[config.mk]
export PLATFORM = sky130hd
export DESIGN_NAME = alu_pipe
export DESIGN_NICKNAME = d
export VERILOG_FILES = /design/src/rtl/alu_pipe.sv
export SDC_FILE = /design/constraint.sdc
export NUM_CORES = 1
export LEC_CHECK = 0
export ABC_AREA = 1
export CELL_PAD_IN_SITES_DETAIL_PLACEMENT = 0
export CELL_PAD_IN_SITES_GLOBAL_PLACEMENT = 1
export CORE_MARGIN = 2
export CORE_UTILIZATION = 30
export CTS_CLUSTER_SIZE = 10
export DETAILED_ROUTE_END_ITERATION = 10
export PLACE_DENSITY = 0.71
export SLEW_MARGIN = 20
export SYNTH_ARGS = -nofsm -noshare
export SYNTH_HDL_FRONTEND = slang
export SYNTH_SLANG_ARGS = --single-unit
[constraint.sdc]
create_clock -name clk -period 12.4 [get_ports clk]
set_input_delay 1.86 -clock clk [delete_from_list [all_inputs] [get_ports clk]]
set_output_delay 1.86 -clock clk [all_outputs]
set_load 0.02 [all_outputs]
[src/rtl/alu_pipe.sv]
// Two-stage pipelined ALU with valid/ready handshake on both sides and an internal {N,Z,V} flag register.
// Define ALU_MUL_EN to add an iterative unsigned multiplier (ext=1, opcode=0); default build has none.
module alu_pipe #(
    parameter int WIDTH  = 16,
    parameter int LANE_W = 4,
    parameter int IMM_W  = 4
) (
    input  logic             clk,
    input  logic             rst_n,
    input  logic             in_valid,
    output logic             in_ready,
    input  logic [3:0]       opcode,
    input  logic             ext,
    input  logic [WIDTH-1:0] src_a,
    input  logic [WIDTH-1:0] src_b,
    input  logic [IMM_W-1:0] imm,
    output logic             out_valid,
    input  logic             out_ready,
    output logic [WIDTH-1:0] result,
    output logic [2:0]       flags
);

    typedef enum logic [3:0] {
        OP_ADD    = 4'd0,
        OP_SUB    = 4'd1,
        OP_RED    = 4'd2,
        OP_XOR    = 4'd3,
        OP_SLL    = 4'd4,
        OP_SRA    = 4'd5,
        OP_ROR    = 4'd6,
        OP_PADDSB = 4'd7
    } op_e;

    localparam int NL = WIDTH / LANE_W;
    localparam logic [WIDTH-1:0]  WMIN = {1'b1, {(WIDTH-1){1'b0}}};
    localparam logic [WIDTH-1:0]  WMAX = ~WMIN;
    localparam logic [LANE_W-1:0] LMIN = {1'b1, {(LANE_W-1){1'b0}}};
    localparam logic [LANE_W-1:0] LMAX = ~LMIN;

    logic             s1_valid;
    logic [3:0]       s1_op;
    logic [WIDTH-1:0] s1_a;
    logic [WIDTH-1:0] s1_b;
    logic [IMM_W-1:0] s1_imm;
    logic             advance;

`ifdef ALU_MUL_EN
    typedef enum logic {MUL_IDLE, MUL_RUN} mul_state_e;
    localparam int CW = $clog2(WIDTH);

    logic               s1_ext;
    mul_state_e         mul_state;
    logic [CW-1:0]      mul_cnt;
    logic [2*WIDTH-1:0] mul_acc;
    logic [2*WIDTH-1:0] mul_acc_next;
    logic [2*WIDTH-1:0] mul_mcand;
    logic [WIDTH-1:0]   mul_mplier;
    logic               mul_start;

    // The output register is owned by the multiplier while it runs, so nothing may advance.
    assign advance      = (mul_state == MUL_IDLE) && (!out_valid || out_ready);
    assign mul_start    = advance && s1_valid && s1_ext && (s1_op == OP_ADD);
    assign mul_acc_next = mul_mplier[0] ? (mul_acc + mul_mcand) : mul_acc;
`else
    logic unused_ext;
    assign unused_ext = ext;
    assign advance    = !out_valid || out_ready;
`endif

    assign in_ready = !s1_valid || advance;

    always_ff @(posedge clk or negedge rst_n) begin
        if (!rst_n) begin
            s1_valid <= 1'b0;
            s1_op    <= '0;
            s1_a     <= '0;
            s1_b     <= '0;
            s1_imm   <= '0;
`ifdef ALU_MUL_EN
            s1_ext   <= 1'b0;
`endif
        end else if (in_ready) begin
            s1_valid <= in_valid;
            if (in_valid) begin
                s1_op  <= opcode;
                s1_a   <= src_a;
                s1_b   <= src_b;
                s1_imm <= imm;
`ifdef ALU_MUL_EN
                s1_ext <= ext;
`endif
            end
        end
    end

    logic             is_sub;
    logic [WIDTH-1:0] b_eff;
    logic [WIDTH-1:0] sum;
    logic             add_ovf;
    logic [WIDTH-1:0] add_sat;
    logic [WIDTH-1:0] red_acc;
    logic [WIDTH-1:0] padd_res;
    logic [LANE_W-1:0] la, lb, ls;
    logic             lovf;
    logic [31:0]      sh_amt;
    logic [WIDTH-1:0] imm_sx;
    logic [WIDTH-1:0] addr_res;
    logic [WIDTH-1:0] alu_res;
    logic [2:0]       alu_flags;

    always_comb begin
        is_sub   = (s1_op == OP_SUB);
        b_eff    = is_sub ? ~s1_b : s1_b;
        sum      = s1_a + b_eff + {{(WIDTH-1){1'b0}}, is_sub};
        add_ovf  = (s1_a[WIDTH-1] == b_eff[WIDTH-1]) && (sum[WIDTH-1] != s1_a[WIDTH-1]);
        add_sat  = add_ovf ? (s1_a[WIDTH-1] ? WMIN : WMAX) : sum;

        red_acc  = '0;
        padd_res = '0;
        la       = '0;
        lb       = '0;
        ls       = '0;
        lovf     = 1'b0;
        for (int unsigned i = 0; i < NL; i++) begin
            la       = s1_a[i*LANE_W +: LANE_W];
            lb       = s1_b[i*LANE_W +: LANE_W];
            red_acc  = red_acc + WIDTH'($signed(la)) + WIDTH'($signed(lb));
            ls       = la + lb;
            lovf     = (la[LANE_W-1] == lb[LANE_W-1]) && (ls[LANE_W-1] != la[LANE_W-1]);
            padd_res[i*LANE_W +: LANE_W] = lovf ? (la[LANE_W-1] ? LMIN : LMAX) : ls;
        end

        sh_amt   = 32'(s1_imm) % 32'(WIDTH);
        imm_sx   = WIDTH'($signed(s1_imm));
        addr_res = s1_a + {imm_sx[WIDTH-2:0], 1'b0};

        alu_res   = addr_res;
        alu_flags = flags;
        if (!s1_op[3]) begin
            case (s1_op)
                OP_ADD, OP_SUB: begin
                    alu_res   = add_sat;
                    alu_flags = {add_sat[WIDTH-1], add_sat == '0, add_ovf};
                end
                OP_RED:    alu_res = red_acc;
                OP_XOR:    alu_res = s1_a ^ s1_b;
                OP_SLL:    alu_res = s1_a << sh_amt;
                OP_SRA:    alu_res = $signed(s1_a) >>> sh_amt;
                OP_ROR:    alu_res = (s1_a >> sh_amt) | (s1_a << (32'(WIDTH) - sh_amt));
                default:   alu_res = padd_res;
            endcase
            if (s1_op == OP_XOR || s1_op == OP_SLL || s1_op == OP_SRA || s1_op == OP_ROR)
                alu_flags[1] = (alu_res == '0);
        end
    end

    always_ff @(posedge clk or negedge rst_n) begin
        if (!rst_n) begin
            out_valid  <= 1'b0;
            result     <= '0;
            flags      <= '0;
`ifdef ALU_MUL_EN
            mul_state  <= MUL_IDLE;
            mul_cnt    <= '0;
            mul_acc    <= '0;
            mul_mcand  <= '0;
            mul_mplier <= '0;
`endif
        end else begin
`ifdef ALU_MUL_EN
            if (mul_state == MUL_RUN) begin
                mul_acc    <= mul_acc_next;
                mul_mcand  <= mul_mcand << 1;
                mul_mplier <= mul_mplier >> 1;
                mul_cnt    <= mul_cnt + 1'b1;
                if (mul_cnt == CW'(WIDTH-1)) begin
                    mul_state <= MUL_IDLE;
                    out_valid <= 1'b1;
                    result    <= mul_acc_next[WIDTH-1:0];
                    flags     <= {mul_acc_next[WIDTH-1], mul_acc_next[WIDTH-1:0] == '0,
                                  mul_acc_next[2*WIDTH-1:WIDTH] != '0};
                end
            end else if (mul_start) begin
                // S1 empties into the multiplier; the previous result was consumed by this advance.
                mul_state  <= MUL_RUN;
                out_valid  <= 1'b0;
                mul_cnt    <= '0;
                mul_acc    <= '0;
                mul_mcand  <= {{WIDTH{1'b0}}, s1_a};
                mul_mplier <= s1_b;
            end else
`endif
            if (advance) begin
                out_valid <= s1_valid;
                if (s1_valid) begin
                    result <= alu_res;
                    flags  <= alu_flags;
                end
            end
        end
    end

endmodule
==> flow_summary.json <==
{
  "hold_end": "flags[2]",
  "p_seq_share_pct": 14.6,
  "drcViolationCount": 0,
  "cts_tree": "built",
  "use_met3_pct": 4.231,
  "critPathKind": "flop to flop",
  "viasPerCell": 5.199,
  "clockPowerShare_pct": 12.0,
  "syn_to_final_growth_pct": 14.92,
  "numCtsBuffers": 9,
  "place_ws_ns": 6.861,
  "cts_hold_buf": 0,
  "rows": 59,
  "post-route-period-util_pct": 45.20,
  "io_buffers": 64,
  "hp-start": "flags[2]",
  "cts-htree-levels": 3,
  "whs_ns": 0.4859,
  "fin_setup_tns_ns": 0,
  "synth_seq_area_share_pct": 18.94,
  "power_density_nw_per_um2": 235.9,
  "layout_setup_ws_ns": 6.796,
  "yosys.area.top_type": "dfrtp_1",
  "yosysWarningCount": 0,
  "ys_seq_elements": 61,
  "antenna_found_initial": 0,
  "synth_ff_type": "dfrtp_1",
  "startpoint_type": "flop",
  "multi_input_area_um2": 5675,
  "vias": 8458,
  "hold_depth": 2,
  "endpoint_kind": "flop",
  "gp_congestion": 0.9648,
  "timing_hold_violations_final": 0,
  "r2r_cells": 24,
  "clockBufferDepth": 2,
  "skew_ns": 0.01074,
  "grt_use_met2_pct": 37.75,
  "max_cap_violations": 0,
  "p_leak_nw": 4.459,
  "drive_above_1_share_pct": 5.650,
  "fin_crit_ns": 5.604,
  "synth_common_cells": "nand2_1 (326), inv_1 (159), nor2_1 (119)",
  "wl_um": 31990,
  "regArea_um2": 1526,
  "placedInstanceArea_um2": 8962,
  "post_cts_buffers": 0,
  "ios": 66,
  "synth.area.top_cells": "dfrtp_1 (19%), nand2_1 (15%), fa_1 (8.4%), ha_1 (7.8%), inv_1 (7.4%)",
  "use_met1_pct": 30.64,
  "grt_pass1_vias": 8275,
  "r2r-end": "flags[1]",
  "slew_violations": 0,
  "fin_nets": 1416,
  "setup_violations": 0,
  "power_w": 0.002184,
  "synthArstFlopShare_pct": 100.0,
  "r2r-start": "s1_a[14]",
  "r2r_setup_slack_ns": 6.80,
  "internal-power_w": 0.001003,
  "syn_area_um2": 8058,
  "syn_avg_cell_area_um2": 6.457,
  "start_util_pct": 30.75,
  "arrival_ns": 5.89,
  "nFillCells": 2918,
  "status": "complete, no violations",
  "die_h_um": 167.9,
  "synth_edf_count": 0,
  "grt_pass1_wl_um": 49180,
  "grt_busiest_layer": "met2",
  "ant_nets": 0,
  "switching_share_pct": 54.07,
  "yosysMostFrequentCell": "nand2_1",
  "cts_resized": 0,
  "wire_per_inst_um": 19.66,
  "synth_fp_nets": 1377,
  "critical_path_required_ns": 12.69,
  "combPwrFrac_pct": 73.4,
  "syn_inst": 1248,
  "slew_headroom_pct": 40.91,
  "yosysTopAreaCellShare_pct": 18.94,
  "worst_pin_slew_ns": 0.8771,
  "antenna_cells": 0,
  "hpwl_um": 25750,
  "die_x_um": 167.9,
  "dr.first_iter.drc_count": 593,
  "overflow": 0,
  "ys_types": 51,
  "fin_area_um2": 9260,
  "insertion_delay_ns": 0.35,
  "grtUsageTotal_pct": 23.15,
  "cts_sinks": 61,
  "grt_max_degree": 62,
  "rsz0062_at_grt": "false",
  "first_pass_iters": 7,
  "crit_fanout": 7,
  "cts_root_buf": "clkbuf_16",
  "ir_drop_mv": 0.2140,
  "fmax_mhz": 178.4,
  "p_sw_w": 0.001181,
  "core_um2": 26210,
  "min_path_type": "flop to flop",
  "clk_pin_slew_worst_paths_ns": 0.06,
  "die_area_um2": 28190
}
## area by class of cell
class	count	area share, %
Timing Repair Buffer	72	7.512
Tap cell	335	4.526
Clock inverter	7	0.7837
Sequential cell	61	16.48
Multi-Input combinational cell	971	61.29
Inverter	172	6.972
Clock buffer	9	2.432
## layer usage
metal	vias up	wire, um
met5	-	0
met4	0	1124
met3	58	2304
met2	301	14570
met1	3931	13990
li1	4168	-
## placed cells by master, fill, tap and decap left out, types with 3 or more instances in the layout
cell type and count:
a211oi_1 8, a21o_1 3, a21oi_1 103, a31oi_1 11, buf_4 8, clkbuf_16 9, clkdlybuf4s50_1 63, dfrtp_1 61
fa_1 34, ha_1 50, inv_1 159, inv_2 11, mux2_2 5, nand2_1 325, nand2_2 17, nand3_1 63
nand4_1 6, nor2_1 118, nor2_2 4, nor2_4 3, nor3_1 6, o211ai_1 27, o21a_1 4, o21ai_0 88
o21ai_1 19, o21bai_1 5, o221ai_1 8, o22ai_1 3, xnor2_1 15, xor2_1 24
## sequential cells by signal (all words and copies together), names as in the netlist
signal     cells
out_valid      1
s1_valid       1
s1_op          4
flags          3
s1_imm         4
s1_a          16
result        16
s1_b          16
## power by group through the flow
| stage | Clock (W) | Combinational, W | Sequential (W) |
|---|---|---|---|
| 3_5_place_dp | 0 | 0.00158 | 0.000321 |
| 4_1_cts | 0.000266 | 0.00159 | 0.000318 |
| 3_3_place_gp | 0 | 0.00159 | 0.000321 |
| 5_1_grt | 0.000275 | 0.00185 | 0.000323 |
| 6_report | 0.000263 | 0.00160 | 0.000319 |
| 2_1_floorplan | 0 | 0.00112 | 0.000326 |
## worst max path at each step
stage,slack [ns],startpoint,end
final,6.80,s1_a[14],flags[1]
after global routing,6.43,s1_a[9],flags[1]
after CTS,6.84,s1_a[14],flags[1]
after detailed placement,6.86,s1_a[2],flags[1]
after global placement,6.82,s1_a[14],flags[1]
after floorplan,7.75,s1_a[3],flags[1]
## critical path: stages, from the launching register on
cell and delay [ns]:
dfrtp_1 0.59, inv_1 0.33, fa_1 0.62, inv_1 0.06, fa_1 0.48, fa_1 0.52, fa_1 0.55, ha_1 0.14
inv_1 0.06, fa_1 0.40, o21ai_0 0.30, nand2_1 0.08, nand2_1 0.07, nand2_1 0.05, nand2_1 0.27, nand4_1 0.14
a21oi_1 0.22, nand2_1 0.10, nand2_1 0.11, nand2_1 0.06, inv_1 0.05, nand3_1 0.06, nor2_1 0.10, nand2_1 0.07
a21oi_2 0.11
## kinds of logic (layout without fill, tap and decap cells)
family | Yosys count | in the layout | share of synthesized area (%)
AOI/OAI and AO/OA | 289 | 289 | 20.45
xor gates and xnor gates | 40 | 40 | 4.441
adders and majority gates | 84 | 84 | 16.21
buffers and inverters | 216 | 260 | 10.68
DFF | 61 | 61 | 18.94
muxes | 7 | 7 | 0.9472
and+or+nand+nor | 551 | 551 | 28.32
## through the flow
step                util (%)  std cells
floorplan                  -       1248
global route           35.34       1627
global placement       34.19       1611
detailed placement     34.20       1611
CTS                    35.34       1627
finish                 35.34       1627
Power figures use the tool's default switching activity.
